<file path="src/rtl/relu_maxpool2x2_pkg.sv">
// relu_maxpool2x2_pkg: shared widths and helpers for the Conv2d ReLU/max-pool stage
package relu_maxpool2x2_pkg;
  localparam int CONV_OUT_W = 36;
  localparam int PIX_W = 8;
  localparam int PIX_MAX = 255;
  function automatic logic [PIX_W-1:0] pix_max(input logic [PIX_W-1:0] a, input logic [PIX_W-1:0] b);
    return (a > b) ? a : b;
  endfunction
endpackage

</file>
<file path="src/rtl/relu_maxpool2x2_if.sv">
// relu_maxpool2x2_if: conv-result input stream and pooled-pixel output stream
interface relu_maxpool2x2_if;
  import relu_maxpool2x2_pkg::*;
  logic clr;
  logic in_valid;
  logic [CONV_OUT_W-1:0] in_data;
  logic out_valid;
  logic [PIX_W-1:0] out_data;
  logic frame_done;
  modport master(output clr, in_valid, in_data, input out_valid, out_data, frame_done);
  modport slave(input clr, in_valid, in_data, output out_valid, out_data, frame_done);
endinterface

</file>
<file path="src/rtl/relu_maxpool2x2_requant_relu.sv">
// requant_relu: arithmetic right shift, ReLU and unsigned 8-bit saturation
module requant_relu
  import relu_maxpool2x2_pkg::*;
#(
  parameter int SHIFT = 8
) (
  input  logic [CONV_OUT_W-1:0] in_data,
  output logic [PIX_W-1:0]      p
);
  logic signed [CONV_OUT_W-1:0] w_q;
  assign w_q = $signed(in_data) >>> SHIFT;
  assign p = w_q[CONV_OUT_W-1] ? '0 :
             (w_q > $signed(CONV_OUT_W'(PIX_MAX))) ? PIX_W'(PIX_MAX) : w_q[PIX_W-1:0];
endmodule

</file>
<file path="src/rtl/relu_maxpool2x2.sv">
// relu_maxpool2x2: requantize + ReLU the conv stream, then 2x2 stride-2 max pool
module relu_maxpool2x2
  import relu_maxpool2x2_pkg::*;
#(
  parameter int IMG_W = 8,
  parameter int IMG_H = 8,
  parameter int SHIFT = 8
) (
  input logic clk,
  input logic rst,
  relu_maxpool2x2_if.slave s
);
  localparam int CW = $clog2(IMG_W);
  localparam int RW = $clog2(IMG_H);
  localparam int DEPTH = IMG_W / 2;
  localparam int IW = (DEPTH > 1) ? $clog2(DEPTH) : 1;
  localparam logic [CW-1:0] COL_LAST = CW'(IMG_W - 1);
  localparam logic [CW-1:0] COL_END = CW'(2 * DEPTH - 1);
  localparam logic [RW-1:0] ROW_LAST = RW'(IMG_H - 1);
  localparam logic [RW-1:0] ROW_END = RW'(2 * (IMG_H / 2) - 1);
  localparam bit ROW_ODD = (IMG_H % 2) == 1;
  logic [CW-1:0] r_col;
  logic [RW-1:0] r_row;
  logic [PIX_W-1:0] r_held;
  logic [PIX_W-1:0] r_buf [DEPTH];
  logic [PIX_W-1:0] r_out;
  logic r_valid;
  logic r_done;
  logic [PIX_W-1:0] w_p;
  logic [PIX_W-1:0] w_pair;
  logic [IW-1:0] w_idx;
  logic w_beat;
  logic w_row_drop;
  logic w_wr;
  logic w_emit;
  requant_relu #(.SHIFT(SHIFT)) u_requant (.in_data(s.in_data), .p(w_p));
  // odd columns are always inside a window; only a trailing odd row needs masking
  assign w_beat = s.in_valid & ~s.clr;
  assign w_row_drop = ROW_ODD && (r_row == ROW_LAST);
  assign w_pair = pix_max(r_held, w_p);
  assign w_idx = IW'(r_col >> 1);
  assign w_wr = w_beat & r_col[0] & ~r_row[0] & ~w_row_drop;
  assign w_emit = w_beat & r_col[0] & r_row[0];
  always_ff @(posedge clk or posedge rst) begin
    if (rst) begin
      r_col <= '0;
      r_row <= '0;
      r_held <= '0;
    end else if (s.clr) begin
      r_col <= '0;
      r_row <= '0;
      r_held <= '0;
    end else if (s.in_valid) begin
      if (!r_col[0]) r_held <= w_p;
      r_col <= (r_col == COL_LAST) ? '0 : r_col + 1'b1;
      if (r_col == COL_LAST) r_row <= (r_row == ROW_LAST) ? '0 : r_row + 1'b1;
    end
  end
  always_ff @(posedge clk or posedge rst) begin
    if (rst) begin
      r_valid <= 1'b0;
      r_done <= 1'b0;
      r_out <= '0;
    end else begin
      r_valid <= w_emit;
      r_done <= w_emit && (r_row == ROW_END) && (r_col == COL_END);
      if (w_emit) r_out <= pix_max(w_pair, r_buf[w_idx]);
    end
  end
  always_ff @(posedge clk) begin
    if (w_wr) r_buf[w_idx] <= w_pair;
  end
  assign s.out_valid = r_valid;
  assign s.out_data = r_out;
  assign s.frame_done = r_done;
endmodule
</file>
<file path="src/flat_wrapper.sv">
// flat-port wrapper written by rule: the top's interface ports become plain ports
module relu_maxpool2x2_flat import relu_maxpool2x2_pkg::*;
#(
  parameter int IMG_W = 8,
  parameter int IMG_H = 8,
  parameter int SHIFT = 8
)
  (clk, rst, s_clr, s_in_valid, s_in_data, s_out_valid, s_out_data, s_frame_done);
  relu_maxpool2x2_if s_i ();
  input logic clk;
  input logic rst;
  input wire logic [$bits(s_i.clr)-1:0] s_clr;
  input wire logic [$bits(s_i.in_valid)-1:0] s_in_valid;
  input wire logic [$bits(s_i.in_data)-1:0] s_in_data;
  output wire logic [$bits(s_i.out_valid)-1:0] s_out_valid;
  output wire logic [$bits(s_i.out_data)-1:0] s_out_data;
  output wire logic [$bits(s_i.frame_done)-1:0] s_frame_done;
  assign s_i.clr = s_clr;
  assign s_i.in_valid = s_in_valid;
  assign s_i.in_data = s_in_data;
  assign s_out_valid = s_i.out_valid;
  assign s_out_data = s_i.out_data;
  assign s_frame_done = s_i.frame_done;
  relu_maxpool2x2 #(.IMG_W(IMG_W), .IMG_H(IMG_H), .SHIFT(SHIFT)) u_core (.clk(clk), .rst(rst), .s(s_i));
endmodule
</file>
<file path="config.mk">
export PLATFORM = sky130hd
export DESIGN_NAME = relu_maxpool2x2_flat
export DESIGN_NICKNAME = d
export VERILOG_FILES = /design/src/rtl/relu_maxpool2x2_pkg.sv /design/src/rtl/relu_maxpool2x2_if.sv /design/src/rtl/relu_maxpool2x2_requant_relu.sv /design/src/rtl/relu_maxpool2x2.sv /design/src/flat_wrapper.sv
export SDC_FILE = /design/constraint.sdc
export NUM_CORES = 1
export LEC_CHECK = 0
export CAP_MARGIN = 20
export CORE_UTILIZATION = 39
export DETAILED_ROUTE_END_ITERATION = 10
export HOLD_SLACK_MARGIN = 0.08
export PLACE_DENSITY = 0.65
export SYNTH_ARGS = -nofsm -noshare
export SYNTH_HDL_FRONTEND = slang
export SYNTH_HIERARCHICAL = 1
export SYNTH_SLANG_ARGS = --single-unit
</file>
<file path="constraint.sdc">
create_clock -name clk -period 3.35 [get_ports clk]
set_input_delay 0.67 -clock clk [delete_from_list [all_inputs] [get_ports clk]]
set_output_delay 0.67 -clock clk [all_outputs]
set_load 0.03 [all_outputs]
</file>
; Word-level counts from Yosys, hierarchy flattened
; Memories as Yosys holds them, arrays and structs flattened.
; Cells that the tools add are included.
[word_totals]
ff_bits = 24
ram_bits = 32
inputBits = 40
out_inout_bits = 10
elab_cells = 43
n_memories = 1
[op_classes]
addsub = 2
n_lt_le_gt_ge = 3
n_eq_ne = 3
muxes = 16
n_bitwise = 6
n_reduce_logical = 6
[memory_table]
columns = memory, words, width, read_ports, rd_ports_with_merged_regs, write_ports, line_no
row1 = u_core.r_buf, 4, 8, 1, 0, 1, relu_maxpool2x2.sv:25  ; logic [PIX_W-1:0] r_buf [DEPTH];
[ops]
columns = operator, n
row1 = 8-bit two-way mux, 7
row2 = "28-bit by 9-bit greater-than comparator with 1-bit output, second input constant", 1
row3 = 3-bit two-way mux, 7
row4 = 8-bit greater-than comparator, 2
row5 = "3-bit by 1-bit adder with 3-bit output, second input constant", 2
row6 = "3-bit == test, second input constant", 2
row7 = 1-bit AND, 4
row8 = 2-bit AND reduction, 2
row9 = 2-bit nonzero test, 2
row10 = 1-bit logical AND, 2
row11 = 1-bit two-way mux, 2
row12 = "2-bit != test, second input constant", 1
row13 = 1-bit NOT, 2

; Logic depth before layout (Yosys ltp)
; Gate-level depths: netlist (run 1).
[logic_depth]
word_depth = 7
depth_mapped = 19

; Hierarchy
; The synthesis (run 1) kept the hierarchy.
[modules_own_cells]
columns = module, instances, cells_each, area_each_um2, seq_area_each_um2
row1 = relu_maxpool2x2, 1, 239, 2855.2, 1561.5
row2 = requant_relu, 1, 26, 142.6, 0.0

; Worst setup path after synthesis (run 1)
; Ideal clock, no wire load.
[synth_timing]
path_kind = input port to flip-flop
start = input port s_in_data[33]
end = register u_core.r_out[4], in the netlist u_core/s.out_data[4]
setup_time_ns = 0.126
arrival_time_ns = 4.198
setup_slack_ns = -0.974
path_stages = 18
path_cell_list = nor4_1 -> and4_1 -> buf_6 -> a21oi_1 -> inv_1 -> ha_1 -> and4_1 -> buf_6 -> a22o_4 -> o21a_4 -> buf_6 -> o21ai_0 -> ha_1 -> and4b_1 -> a211o_1 -> a22oi_1 -> nor2_1 -> a221o_1
[synth_via]
elab_chain_cells = 7
[synth_rtl]
columns = item, line_no
row1 = from (decl), flat_wrapper.sv:14  ; input wire logic [$bits(s_i.in_data)-1:0] s_in_data;
row2 = 28-bit by 9-bit greater-than comparator with 1-bit output (*), relu_maxpool2x2_requant_relu.sv:13  ; (w_q > $signed(CONV_OUT_W'(PIX_MAX))) ? PIX_W'(PIX_MAX) : w_q[PIX_W-1:0];
row3 = 8-bit two-way mux (*), relu_maxpool2x2_requant_relu.sv:13
row4 = 8-bit two-way mux (*), relu_maxpool2x2_requant_relu.sv:12  ; assign p = w_q[CONV_OUT_W-1] ? '0 :
row5 = net u_core.w_p[2], relu_maxpool2x2.sv:29  ; logic [PIX_W-1:0] w_p;
row6 = 8-bit greater-than comparator, relu_maxpool2x2_pkg.sv:7  ; return (a > b) ? a : b;
row7 = 8-bit two-way mux (*), relu_maxpool2x2_pkg.sv:7
row8 = net u_core.w_pair[2], relu_maxpool2x2.sv:30  ; logic [PIX_W-1:0] w_pair;
row9 = 8-bit greater-than comparator (*), relu_maxpool2x2_pkg.sv:7
row10 = 8-bit two-way mux (*), relu_maxpool2x2_pkg.sv:7
row11 = to (signal assigned), relu_maxpool2x2.sv:67  ; if (w_emit) r_out <= pix_max(w_pair, r_buf[w_idx]);
row12 = to (decl), relu_maxpool2x2.sv:26  ; logic [PIX_W-1:0] r_out;
; Mark *: on every way through the listed nets, which the timed path passes. The rest lies on a longest branch.
; A chain may end at the register's enable or synchronous reset.

; Worst setup path in the final report (run 1)
[layout_timing]
start = input port s_in_data[18]
end = register u_core.r_out[4], in the netlist u_core/s.out_data[4]
[layout_via]
elab_chain_cells = 7
[layout_rtl]
columns = item, line_no
row1 = 28-bit by 9-bit greater-than comparator with 1-bit output, relu_maxpool2x2_requant_relu.sv:13
row2 = 8-bit two-way mux, relu_maxpool2x2_requant_relu.sv:13
row3 = 8-bit two-way mux, relu_maxpool2x2_requant_relu.sv:12
row4 = net u_core.w_p[3], relu_maxpool2x2.sv:29
row5 = 8-bit greater-than comparator, relu_maxpool2x2_pkg.sv:7
row6 = 8-bit two-way mux, relu_maxpool2x2_pkg.sv:7
row7 = net u_core.w_pair[7], relu_maxpool2x2.sv:30
row8 = 8-bit greater-than comparator, relu_maxpool2x2_pkg.sv:7
row9 = 8-bit two-way mux, relu_maxpool2x2_pkg.sv:7
; The timed path passes the listed nets, and every way through them passes these cells.

==> results.json, run 1 <==
{
  "seq_area_um2": 1560,
  "cts_tree": "done",
  "setup_viol": 8,
  "p_sw_share_pct": 26.7,
  "path_class": "primary input to flop",
  "synth-seq-cells": 56,
  "num_io_pins": 50,
  "power_frac_seq_pct": 52.5,
  "fmaxAchievable_mhz": 250,
  "grt_pass1_wl_mm": 11.2,
  "p_clk_share_pct": 24.4,
  "ys_seq_area_share_pct": 52.1,
  "start_kind": "primary input",
  "p_switching_mw": 0.387,
  "dieArea_um2": 8040,
  "met3_usage_pct": 2.47,
  "vias": 2380,
  "clk_path_buf_depth": 2,
  "grt_pass1_vias": 2395,
  "synth_area_leader_cell": "edfxtp_1",
  "fin_crit_sh_pct": 120,
  "grt_setup_unrepaired": "yes",
  "antenna_found_initial": 0,
  "ys_warn_count": 6,
  "yosys_most_used_dff": "edfxtp_1",
  "dpl_worst_slack_ns": -1.37,
  "synth_top_area_share_pct": 32.1,
  "synthesis.area_um2": 3000,
  "area_growth_pct": 46.0,
  "setup_tns_ns": -4.61,
  "p_leak_nw": 1.76,
  "worst_pin_slew_ns": 0.663,
  "cpPeakStageDelay_ns": 0.33,
  "final.setup_skew_ns": 0.00730,
  "cp_top_family": "simple AND/OR/NAND/NOR gates",
  "wl_per_cell_um": 15.9,
  "drcViolationCount": 0,
  "grt_busiest_layer": "met2",
  "period_needed_ns": 4.00,
  "fin_ws_ns": -0.653,
  "met2_usage_pct": 33.1,
  "grt_util_met1_pct": 23.6,
  "status": "complete, but fails checks",
  "initial_core_util_pct": 40.9,
  "diodes": 0,
  "maxCapViolCount": 0,
  "ir_drop_v": 0.000189,
  "hold_violations": 0,
  "async_reset_ff_share_pct": 42.9,
  "design_area_um2": 4380,
  "root_buffer": "clkbuf_8",
  "synth_edf_count": 32,
  "cp_slowest_cell": "mux2_4",
  "drive_gt1_share_pct": 41.0,
  "p_total_mw": 1.45,
  "slew_headroom_pct": 55.8,
  "fp.dieW_um": 89.7,
  "fill_cells": 593,
  "fp.coreArea_um2": 7330,
  "ys_top_cells_by_count": "edfxtp_1, a21oi_1, nand2_1",
  "numPortBuffers": 41,
  "placed_cell_area_um2": 3800,
  "cp.arrival_ns": 4.19,
  "multiInputGateArea_um2": 1720,
  "worstPathRequired_ns": 3.54,
  "dp_hpwl_mm": 4.95,
  "netlist_top_cells_area": "edfxtp_1, dfrtp_1, ha_1",
  "r2r-start": "u_core/r_held[1]$_DFFE_PP0P_",
  "hp-start": "u_core/s.out_data[7]$_DFFE_PP0P_",
  "syn_nets": 325,
  "place_congestion": 0.802,
  "drt-vias-per-instance": 5.29,
  "syn_avg_cell_area_um2": 11.3,
  "slew_violations": 0,
  "dr.pass1.iters": 4,
  "fin_nets": 410,
  "crit_path_end_kind": "flop",
  "overflow": 0,
  "p_per_area_nw_per_um2": 331,
  "cts_made_buffers": 5,
  "ant_nets": 0,
  "path_cells": "dlygate4sd2_1, or2_4, buf_6, nor3_4, a21oi_4, inv_2, ha_4, and4_4, a22o_4, o21a_4, mux2_4, ha_4, and4_4, nand3_4, a22oi_2, buf_4, nor2_4, a221o_1",
  "grt_max_degree": 25,
  "critPathBufInv": 4,
  "violations": "negative setup slack",
  "pwr-share-comb_pct": 23.1,
  "drtIter0Drc": 118,
  "htree_levels": 2,
  "syn_inst": 265,
  "crit_fanout": 7,
  "die_h_um": 89.7,
  "rows": 31,
  "clock_sinks": 56,
  "synth.most_common_cell": "edfxtp_1",
  "min_path_type": "flop to flop",
  "clk_latency_ns": 0.30,
  "crit_path_start": "s_in_data[18]",
  "clkTransAtPathRegs_ns": 0.09,
  "grt_use_total_pct": 18.9,
  "ys_types": 40,
  "drt-total-wl_mm": 7.15,
  "internal_power_mw": 1.06
}
[per-layer routing]
layer / routed length (µm) / share of wire, % / vias to the layer above
met5: 0 / 0 / -
met4: 167 / 2.3 / 0
met3: 205 / 2.9 / 15
met2: 3700 / 52 / 54
met1: 3070 / 43 / 1161
li1: - / - / 1150
[area by class of cell]
class                      count  share of cell area, %
clock inverter                 3                  0.429
inverter                      20                   1.72
sequential                    56                   35.7
multi-input combinational    175                   39.4
tap                           99                   2.83
clock buffer                   5                   1.57
timing repair buffer          92                   18.4
[power by group through the flow]
stage	Clock, mW	Sequential, mW	Combinational (mW)
floorplan	0	0.766	0.152
global placement	0	0.774	0.255
detailed placement	0	0.775	0.262
CTS	0.369	0.761	0.301
global route	0.391	0.763	0.362
finish	0.353	0.761	0.335
[path summary, 6_finish.rpt]
check	depth (start not counted)	slack [ns]	endpoint
worst max-delay path	18	-0.65	u_core/s.out_data[4]$_DFFE_PP0P_
worst min-delay path	1	0.53	u_core/s.out_data[7]$_DFFE_PP0P_
worst max register to register	13	0.08	u_core/s.out_data[4]$_DFFE_PP0P_
worst min register to register	1	0.53	u_core/s.out_data[7]$_DFFE_PP0P_
max in group asynchronous	3	2.21	u_core/s.out_data[4]$_DFFE_PP0P_
min in group asynchronous	2	0.68	u_core/s.out_valid$_DFF_PP0_
[kinds of logic (layout without fill, tap and decap cells)]
kind of cell,count (synthesis),after routing,synth area share (%)
fa+ha+maj,20,20,8.35
flops,56,56,52.1
simple gates,71,71,11.7
buf+inv,35,120,5.26
mux,18,18,8.35
compound gates,65,66,14.2
[state kept, by name, indices dropped and copies added (netlist names)]
register,count
u_core/s.frame_done,1
u_core/s.out_valid,1
u_core/r_held,8
u_core/s.out_data,8
u_core/r_row,3
u_core/r_buf,32
u_core/r_col,3
[cells in the final DEF, fill, tap and decap left out, types with 9 or more instances in the layout]
cell             count
ha_1                 9
nand2_1             28
edfxtp_1            32
ha_4                11
clkdlybuf4s50_1     21
inv_1               14
buf_6               15
o211ai_1             9
dfrtp_1             24
buf_4               42
a21oi_1             18
[what timing repair did]
item,4_1_cts,5_1_grt
resized for setup,105,24
cloned,1,0
pin swaps,31,27
endpoints found under the setup margin,8,8
buffers inserted,5,10
hold buffers,0,0
hold endpoints to repair,0,0
[per-stage QoR]
stage / hold WS (ns) / instances / util (%)
floorplan: 0.500 / 265 / -
global placement: 0.506 / 425 / 51.9
detailed placement: 0.500 / 425 / 51.9
CTS: 0.534 / 439 / 57.0
global route: 0.565 / 450 / 59.7
finish: 0.526 / 450 / 59.7
[worst reg2reg max path, cell delays in order (launching register included)]
cell      delay, ns
dfrtp_1        0.46
ha_4           0.30
nor2b_1        0.12
o211ai_1       0.12
a21bo_4        0.26
o21a_4         0.24
mux2_4         0.33
ha_4           0.27
and4_4         0.24
nand3_4        0.08
a22oi_2        0.21
buf_4          0.16
nor2_4         0.04
a221o_1        0.33
No activity file was read; power rests on OpenSTA's default activity.
==> run 2: changes to the inputs <==
- TNS_END_PERCENT: default -> 30
==> run 2 against run 1 <==
  * The run still ends with negative setup slack left
  * Sequential share of layout area up 0.17 points
  * Cell count rose by 0.22%
  * Global-route usage shrank 0.48 points
  * Routed wire length about the same
  * Hold slack worse by 0.0052 ns
  * Clock skew down 0.0014 ns
  * Die area unchanged
  * Core utilization is 0.29 points lower
  * Fmax down 0.93%
  * Critical path depth increased by 2
  * Non-clock buffer count increased by 1
  * Via count fell by 1.1%
  * Critical path type unchanged
==> results.json, run 2 (synthesis gave the netlist of run 1 again) <==
{
  "status": "complete, but fails checks",
  "violations": "negative setup slack",
  "wl_per_cell_um": 15.9,
  "slew_headroom_pct": 62.6,
  "root_buffer": "clkbuf_8",
  "cp_slowest_cell": "a221o_1",
  "place_congestion": 0.816,
  "cp.arrival_ns": 4.24,
  "holdPathEnd": "u_core/s.out_data[0]$_DFFE_PP0P_",
  "finalNonFillerCells": 451,
  "setup_viol": 8,
  "start_kind": "primary input",
  "p_per_area_nw_per_um2": 370,
  "hp-start": "u_core/s.out_data[0]$_DFFE_PP0P_",
  "rows": 31,
  "drt-vias-per-instance": 5.22,
  "slew_violations": 0,
  "fill_cells": 570,
  "hold_path_depth": 2,
  "clock_sinks": 56,
  "path_cells": "buf_6, nor4_2, and4_1, buf_6, buf_6, a21oi_4, ha_2, nor2b_4, o211ai_1, a21bo_4, buf_6, o211ai_1, o21ai_4, ha_4, and4b_1, a211o_1, a22oi_2, buf_4, nor2_4, a221o_1",
  "setup_tns_ns": -4.85,
  "final_util_pct": 59.4,
  "holdBufCountCts": 0,
  "crit_path_end_kind": "flop",
  "dp.cells": 424,
  "layout_commonest_cell": "buf_4",
  "ant_nets": 0,
  "r2r-start": "u_core/r_held[5]$_DFFE_PP0P_",
  "ir_drop_v": 0.000260,
  "cts_made_buffers": 5,
  "period_needed_ns": 4.04,
  "cpPeakStageDelay_ns": 0.32,
  "largest_reg_flops": 32,
  "p_switching_mw": 0.388,
  "pwr-share-comb_pct": 21.4,
  "path_class": "primary input to flop",
  "htree_levels": 2,
  "internal_power_mw": 1.22,
  "drcViolationCount": 0,
  "dr.pass1.iters": 4,
  "clk_latency_ns": 0.30,
  "grt_pass1_wl_mm": 11.0,
  "drive_gt1_share_pct": 38.1,
  "fmaxAchievable_mhz": 247,
  "grt_max_degree": 25,
  "fin_crit_sh_pct": 121,
  "grt_setup_unrepaired": "yes",
  "diodes": 0,
  "worstPathRequired_ns": 3.55,
  "final.setup_skew_ns": 0.00594,
  "p_leak_nw": 1.78,
  "dp_hpwl_mm": 4.85,
  "drtIter0Drc": 125,
  "final_cell_mix": "buf_4, edfxtp_1, nand2_1",
  "fp.coreArea_um2": 7330,
  "whs_ns": 0.521,
  "rr_worst_depth": 13,
  "crit_fanout": 8,
  "clkTransAtPathRegs_ns": 0.10,
  "r2r_slack_ns": 0.03,
  "p_total_mw": 1.61,
  "overflow": 0,
  "die_h_um": 89.7,
  "fin_ws_ns": -0.691,
  "antenna_found_initial": 0,
  "min_path_type": "flop to flop",
  "area_growth_pct": 45.3,
  "drt-total-wl_mm": 7.15,
  "clk_path_buf_depth": 2,
  "crit_path_frequent_cell": "buf_6",
  "numPortBuffers": 41,
  "cts_tree": "done",
  "top_register": "u_core/r_buf",
  "fp.dieW_um": 89.7,
  "p_clk_share_pct": 31.6,
  "hold_violations": 0,
  "maxCapViolCount": 0,
  "power_frac_seq_pct": 47.1,
  "grt_pass1_vias": 2295,
  "grt_use_total_pct": 18.4,
  "initial_core_util_pct": 40.9,
  "fin_nets": 411,
  "dieArea_um2": 8040,
  "num_io_pins": 50,
  "reg2reg_to": "u_core/s.out_data[4]$_DFFE_PP0P_",
  "vias": 2355,
  "p_sw_share_pct": 24.1,
  "worst_pin_slew_ns": 0.559
}
[run 2: cell count changes in the layout (fill, tap and decap cells not counted), moves of 4 or more]
| cell | previous run | this run |
|---|---|---|
| inv_2 | 6 | 2 |
| buf_6 | 15 | 9 |
| buf_4 | 42 | 46 |
| inv_1 | 14 | 18 |
| clkdlybuf4s15_1 | 0 | 6 |
[run 2: cell type report]
type | count | area [µm²] | share of cell area, %
repair buffers | 93 | 802 | 18.4
well taps | 99 | 124 | 2.84
multi-input cells | 175 | 1660 | 38.1
clock inverters | 2 | 60.1 | 1.38
flip-flops and latches | 56 | 1560 | 35.9
inverters | 20 | 75.1 | 1.72
clock buffers | 6 | 72.6 | 1.67
[run 2: power groups by stage]
| stage | combinational (mW) | clock (mW) | sequential, mW |
|---|---|---|---|
| 2_1_floorplan | 0.153 | 0 | 0.766 |
| 3_3_place_gp | 0.256 | 0 | 0.772 |
| 3_5_place_dp | 0.263 | 0 | 0.773 |
| 4_1_cts | 0.301 | 0.520 | 0.758 |
| 5_1_grt | 0.373 | 0.550 | 0.760 |
| 6_report | 0.345 | 0.509 | 0.758 |
[run 2: metrics by stage]
stage          cell area, µm²  worst slack (ns)
4_1_cts                  4150            -0.576
3_3_place_gp             3790             -1.31
3_5_place_dp             3790             -1.39
6_report                 4360            -0.691
2_1_floorplan            3090            -0.701
5_1_grt                  4360            -0.813
[run 2: how the worst max path moves through the flow]
stage,start,endpoint,slack [ns],depth (start not counted)
finish,s_in_data[28],u_core/s.out_data[4]$_DFFE_PP0P_,-0.69,20
global route,s_in_data[28],u_core/s.out_data[4]$_DFFE_PP0P_,-0.81,19
CTS,s_in_data[27],u_core/s.out_data[0]$_DFFE_PP0P_,-0.58,20
detailed placement,s_in_data[29],u_core/s.out_data[7]$_DFFE_PP0P_,-1.39,18
global placement,s_in_data[29],u_core/s.out_data[7]$_DFFE_PP0P_,-1.31,17
floorplan,s_in_data[30],u_core/s.out_data[4]$_DFFE_PP0P_,-0.70,18
[run 2: layer usage]
| metal | routed length, µm | vias to the layer above | global-route usage [%] |
|---|---|---|---|
| met2 | 3740 | 49 | 32.8 |
| met1 | 3120 | 1146 | 23.2 |
| met4 | 109 | 0 | 5.77 |
| met5 | 0 | - | 0 |
| li1 | - | 1151 | - |
| met3 | 179 | 9 | 2.29 |
[run 2: critical path: cells and delay by family]
family | cells | cell delay, ns
adder cells (fa/ha/maj) | 2 | 0.47
buffers and inverters | 5 | 0.65
AND/OR/NAND/NOR | 5 | 0.82
AO/OA/AOI/OAI | 8 | 1.63
[run 2: timing repair]
action | 4_1_cts | 5_1_grt
setup endpoints to repair | 12 | 8
setup buffers | 14 | 3
gates resized for setup | 81 | 29
pin swaps | 31 | 25
gates cloned | 1 | 0
==> run 3: changes to the inputs <==
- CORE_ASPECT_RATIO: default -> 0.5
==> run 3 against run 2 <==
  * The run still ends with negative setup slack left
  * Count of clock-buffer cells in the layout down 1
  * Sequential power barely moved
  * Setup slack better by 0.0094 ns
  * Power increased by 4.3%
  * Core utilization up 2.0 points
  * Largest cell class unchanged
  * Non-clock buffer count grew 15
  * Critical path type unchanged
  * Flip-flop and latch count did not move
  * Hold slack lost 0.013 ns
  * Critical endpoint is now u_core/s.out_data[3]$_DFFE_PP0P_
  * Design area up 4.1%
  * Clock skew about the same
  * Via count grew 7.2%
==> results.json, run 3 (synthesis gave the netlist of run 1 again) <==
{
  "drtIter0Drc": 112,
  "path_class": "primary input to flop",
  "whs_ns": 0.509,
  "crit_path_frequent_cell": "ha_4",
  "clkTransAtPathRegs_ns": 0.07,
  "dp.cells": 421,
  "fmaxAchievable_mhz": 248,
  "top_layer_used": "met4",
  "p_sw_share_pct": 26.7,
  "dieArea_um2": 8060,
  "drive_gt1_share_pct": 41.8,
  "design_area_um2": 4530,
  "slew_headroom_pct": 47.8,
  "power_frac_seq_pct": 45.3,
  "violations": "negative setup slack",
  "die_h_um": 64.0,
  "clk_path_buf_depth": 2,
  "p_leak_nw": 1.86,
  "fin_crit_sh_pct": 120,
  "clock_sinks": 56,
  "wl_per_cell_um": 17.2,
  "grt_max_degree": 25,
  "grt_use_total_pct": 20.1,
  "place_congestion": 0.904,
  "internal_power_mw": 1.23,
  "setup_viol": 12,
  "worstPathRequired_ns": 3.53,
  "dp_hpwl_mm": 5.17,
  "hold_violations": 0,
  "wl_met2_mm": 4.09,
  "ir_drop_v": 0.000219,
  "path_cells": "clkdlybuf4s50_1, nor3_2, a21oi_4, inv_2, ha_4, and4_4, a21bo_4, buf_6, o211ai_1, o21ai_4, ha_4, and4b_1, a211o_1, a22oi_2, buf_4, a21oi_1, a22o_1",
  "grt_pass1_wl_mm": 12.3,
  "htree_levels": 2,
  "worst_pin_slew_ns": 0.775,
  "route.met3.wl_um": 352,
  "grt_setup_unrepaired": "yes",
  "grt_pass1_vias": 2485,
  "slew_violations": 0,
  "rows": 22,
  "top_register": "u_core/r_buf",
  "final_util_pct": 61.4,
  "cts_made_buffers": 5,
  "p_clk_share_pct": 31.7,
  "root_buffer": "clkbuf_16",
  "cp_slowest_cell": "clkdlybuf4s50_1",
  "fp.coreArea_um2": 7380,
  "status": "complete, but fails checks",
  "antenna_found_initial": 0,
  "final.setup_skew_ns": 0.00642,
  "final_cell_mix": "buf_4, edfxtp_1, nand2_1",
  "period_needed_ns": 4.03,
  "setup_tns_ns": -7.63,
  "largest_reg_flops": 32,
  "finalNonFillerCells": 462,
  "wl_met1_mm": 3.39,
  "p_per_area_nw_per_um2": 371,
  "placed_cell_area_um2": 3790,
  "dr.pass1.iters": 5,
  "layout_commonest_cell": "buf_4",
  "vias": 2524,
  "pwr-share-comb_pct": 23.1,
  "overflow": 0,
  "initial_core_util_pct": 40.6,
  "diodes": 0,
  "p_total_mw": 1.68,
  "crit_fanout": 3,
  "maxCapViolCount": 0,
  "fin_nets": 425,
  "cpPeakStageDelay_ns": 0.48,
  "drt-total-wl_mm": 7.95,
  "min_path_type": "flop to flop",
  "start_kind": "primary input",
  "drcViolationCount": 0,
  "area_growth_pct": 51.2,
  "ant_nets": 0,
  "num_io_pins": 50,
  "cts_tree": "done",
  "cp.arrival_ns": 4.22,
  "p_switching_mw": 0.448,
  "dpl_worst_slack_ns": -1.43,
  "drt-vias-per-instance": 5.46,
  "numPortBuffers": 41,
  "fp.dieW_um": 126,
  "fin_ws_ns": -0.682,
  "clk_latency_ns": 0.29,
  "crit_path_end_kind": "flop"
}
-- run 3: changes by cell type in the layout (fill, tap and decap cells not counted), sizes merged --
cell	previous run	this run
inv	20	21
clkinvlp	0	2
clkdlybuf4s50	21	20
bufinv	2	0
o21a	2	1
clkbuf	7	5
clkdlybuf4s15	6	7
dlygate4sd2	2	1
buf	63	79
dlymetal6s2s	0	1
-- run 3: what timing repair did --
item / 4_1_cts / 5_1_grt
hold buffers: 0 / 0
pin swaps: 36 / 24
resized for setup: 104 / 19
endpoints found under the hold margin: 0 / 0
buffers inserted: 28 / 4
setup endpoints to repair: 16 / 12
-- run 3: worst paths after layout --
kind | start | endpoint | slack (ns) | cells after the start
setup / recovery | s_in_data[15] | u_core/s.out_data[3]$_DFFE_PP0P_ | -0.68 | 17
hold / removal | u_core/s.out_data[5]$_DFFE_PP0P_ | u_core/s.out_data[5]$_DFFE_PP0P_ | 0.51 | 1
setup reg to reg | u_core/r_held[5]$_DFFE_PP0P_ | u_core/s.out_data[3]$_DFFE_PP0P_ | 0 | 13
hold reg to reg | u_core/s.out_data[5]$_DFFE_PP0P_ | u_core/s.out_data[5]$_DFFE_PP0P_ | 0.51 | 1
max in group asynchronous | rst | u_core/s.out_data[4]$_DFFE_PP0P_ | 2.33 | 3
min in group asynchronous | rst | u_core/r_col[0]$_DFFE_PP0P_ | 0.62 | 2
-- run 3: final cells by class --
cell class,instances,area [µm²]
fill,569,2850
multi-input combinational,174,1700
sequential,56,1560
clock buffer,5,125
inverter,20,75.1
tap,96,120
timing repair buffer,108,922
clock inverter,3,26.3
-- run 3: power groups by stage --
| stage | combinational, mW | clock, mW | sequential, mW |
|---|---|---|---|
| final | 0.388 | 0.533 | 0.761 |
| after global routing | 0.417 | 0.568 | 0.763 |
| after CTS | 0.338 | 0.540 | 0.761 |
| after detailed placement | 0.263 | 0 | 0.775 |
| after global placement | 0.252 | 0 | 0.774 |
| after floorplan | 0.153 | 0 | 0.766 |
-- run 3: metal layers --
metal / GRT usage (%) / up-vias
li1: - / 1185
met1: 24.5 / 1255
met2: 36.6 / 74
met3: 3.43 / 10
met4: 6.17 / 0
met5: 0 / -
-- run 3: worst max-delay path, delay by kind of cell --
| kind | cells | cell delay, ns |
|---|---|---|
| adder cells (fa/ha/maj) | 2 | 0.54 |
| AND/OR/NAND/NOR | 3 | 0.50 |
| AO/OA/AOI/OAI | 8 | 1.67 |
| buffers and inverters | 4 | 0.84 |
==> RTL change, RTL diff (config.mk and constraints of run 1) <==
Set the package constant `PIX_MAX` to 127 (it was 255).
--- a/src/rtl/relu_maxpool2x2_pkg.sv
+++ b/src/rtl/relu_maxpool2x2_pkg.sv
@@ -2,7 +2,7 @@
 package relu_maxpool2x2_pkg;
   localparam int CONV_OUT_W = 36;
   localparam int PIX_W = 8;
-  localparam int PIX_MAX = 255;
+  localparam int PIX_MAX = 127;
   function automatic logic [PIX_W-1:0] pix_max(input logic [PIX_W-1:0] a, input logic [PIX_W-1:0] b);
     return (a > b) ? a : b;
   endfunction
Check against the original RTL: no difference found for any inputs over 10 cycles, from zero or initial values and one cycle with rst high; that may be too few to reach the edited logic, so the function may still have changed.
==> RTL change against run 1 <==
The flow still finishes with violations (setup timing); total power shrank 2.2%; utilization shrank 2.9 points; combinational power shrank 13%; synthesized area shrank 2.3%; die area shrank 2.3%; sequential share of layout area grew 2.3 points; design area shrank 5.9%; worst setup slack lost 0.25 ns; global-route usage grew 0.22 points; routed wire length shrank 3.0%; sequential cell count is the same; critical path type unchanged; largest cell class is now flip-flops and latches; highest routed layer unchanged.
==> RTL change: results (changes against run 1) <==
outcome - finished with violations (unchanged)
failing checks - setup timing (unchanged)
DP HPWL - 5.21 mm (was 4.95 mm)
flop2flop setup slack - 0.02 ns (was 0.08 ns)
Primary FF master, synth - edfxtp_1 (unchanged)
CTS Buffer Depth - 2 (unchanged)
via count - 2226 (was 2380)
Finish-stage setup viols - 8 (unchanged)
setup tns final - -6.85 ns (was -4.61 ns)
DP Worst Slack - -1.63 ns (was -1.37 ns)
top cells by count, synth - 32 x edfxtp_1, 28 x a21oi_1, 24 x dfrtp_1, 24 x inv_1, 23 x nand2_1 (was 32 x edfxtp_1, 28 x a21oi_1, 28 x nand2_1)
Async SR Flop Fraction - 42.9% (unchanged)
nets - 390 (was 410)
Detailed Routing Iterations Pass 1 - 6 (was 4)
CTS root buf - clkbuf_8 (unchanged)
Worst Clk Skew - 0.0129 ns (was 0.00730 ns)
worst-path fanout max - 8 (was 7)
Setup WS post-layout - -0.902 ns (was -0.653 ns)
syn nets - 311 (was 325)
share of layout cells above drive strength 1 - 32.6% (was 41.0%)
HP Start - u_core/s.out_data[5] (was u_core/s.out_data[7])
Hold Path End - u_core/s.out_data[5] (was u_core/s.out_data[7])
worst reg2reg path startpoint - u_core/r_held[7] (was u_core/r_held[1])
Hold Path Cell Cnt - 1 (unchanged)
Initial DRC Count - 69 (was 118)
Hold Crit Class - reg2reg (unchanged)
pin count of the biggest net entering global routing - 25 (unchanged)
number of global-route vias before repair - 2328 (was 2395)
number of flops mapped to enable cells by yosys - 32 (unchanged)
Pleak - 1.76 nW (about the same)
first-pass GRT wire length - 11.3 mm (was 11.2 mm)
WL final - 6.93 mm (was 7.15 mm)
worst-margin pin slew - 0.569 ns (was 0.663 ns)
RR Endpoint - u_core/s.out_data[0] (was u_core/s.out_data[4])
Synth area leaders - edfxtp_1 33%, dfrtp_1 21%, ha_1 8.5%, mux4_2 6.2%, a21oi_1 4.8% (was edfxtp_1 32%, dfrtp_1 20%, ha_1 8.3%, a21oi_1 4.7%, nand2_1 3.5%)
Netlist cell types - 42 (was 40)
initial antenna violation count - 0 (unchanged)
All-Layer GR Usage - 19.1% (was 18.9%)
Max VDD drop - 0.000185 V (was 0.000189 V)
gpl congestion - 0.834 (was 0.802)
Ys Warns - 6 (unchanged)
cts bufs inserted - 5 (unchanged)
sequential area share after synthesis - 53.3% (was 52.1%)
-- RTL change: power breakdown --
group | switching, mW | internal (mW) | leakage (nW)
combinational | 0.137 | 0.153 | 1.10
sequential | 0.0130 | 0.746 | 0.619
clock | 0.219 | 0.149 | 0.0445
total | 0.370 | 1.05 | 1.76
-- RTL change: worst max-delay path by stage --
stage	slack, ns	end	start	cells after the start
final	-0.90	u_core/s.out_data[0]	s_in_data[27]	19
after CTS	-0.82	u_core/s.out_data[0]	s_in_data[25]	18
after global placement	-1.56	u_core/s.out_data[0]	s_in_data[28]	18
after detailed placement	-1.63	u_core/s.out_data[0]	s_in_data[28]	18
after global routing	-1.04	u_core/s.out_data[0]	s_in_data[27]	19
after floorplan	-1.11	u_core/s.out_data[0]	s_in_data[31]	19
-- RTL change: cell families (layout without fill, tap and decap cells) --
logic type / after synthesis / after routing / share of synthesized area [%]
AO/OA/AOI/OAI: 58 / 58 / 13.2
adder cells (fa/ha/maj): 20 / 20 / 8.55
buffers and inverters: 36 / 116 / 5.13
flip-flops: 56 / 56 / 53.3
multiplexers: 14 / 14 / 8.50
other: 1 / 1 / 0.128
AND/OR/NAND/NOR: 66 / 66 / 11.2
-- RTL change: critical path: stages --
cell,delay (ns)
buf_6,0.09
or4_4,0.58
buf_12,0.17
nor3_2,0.20
a21oi_4,0.10
inv_1,0.08
ha_1,0.11
nand4_1,0.14
a21o_1,0.21
a21o_4,0.25
buf_12,0.13
mux2_4,0.31
ha_4,0.28
nand2_4,0.04
or3b_4,0.40
a21oi_4,0.16
nor2_4,0.09
and3_4,0.18
a221o_1,0.25
-- RTL change: area by class of cell --
cell class	count	area, µm²
Sequential cell	56	1560
Inverter	24	90.1
Clock buffer	5	68.8
Timing Repair Buffer	84	746
Tap cell	99	124
Multi-Input combinational cell	159	1510
Fill cell	603	3140
Clock inverter	3	21.3
-- RTL change: metrics by stage --
step / hold WS (ns) / area (µm²) / std cells
global placement: 0.498 / 3760 / 415
global route: 0.536 / 4120 / 430
floorplan: 0.500 / 3010 / 251
CTS: 0.519 / 4060 / 429
finish: 0.517 / 4120 / 430
detailed placement: 0.496 / 3760 / 415
-- RTL change: what timing repair did --
item,in CTS,in global routing
pin swaps,29,2
endpoints found under the setup margin,24,8
gates resized for setup,67,9
setup buffers,6,0
-- RTL change: routing by layer --
metal | global-route usage (%) | wire (µm)
met5 | 0 | 0
met4 | 5.28 | 92
met3 | 2.52 | 131
met2 | 34.5 | 3640
met1 | 23.8 | 3070
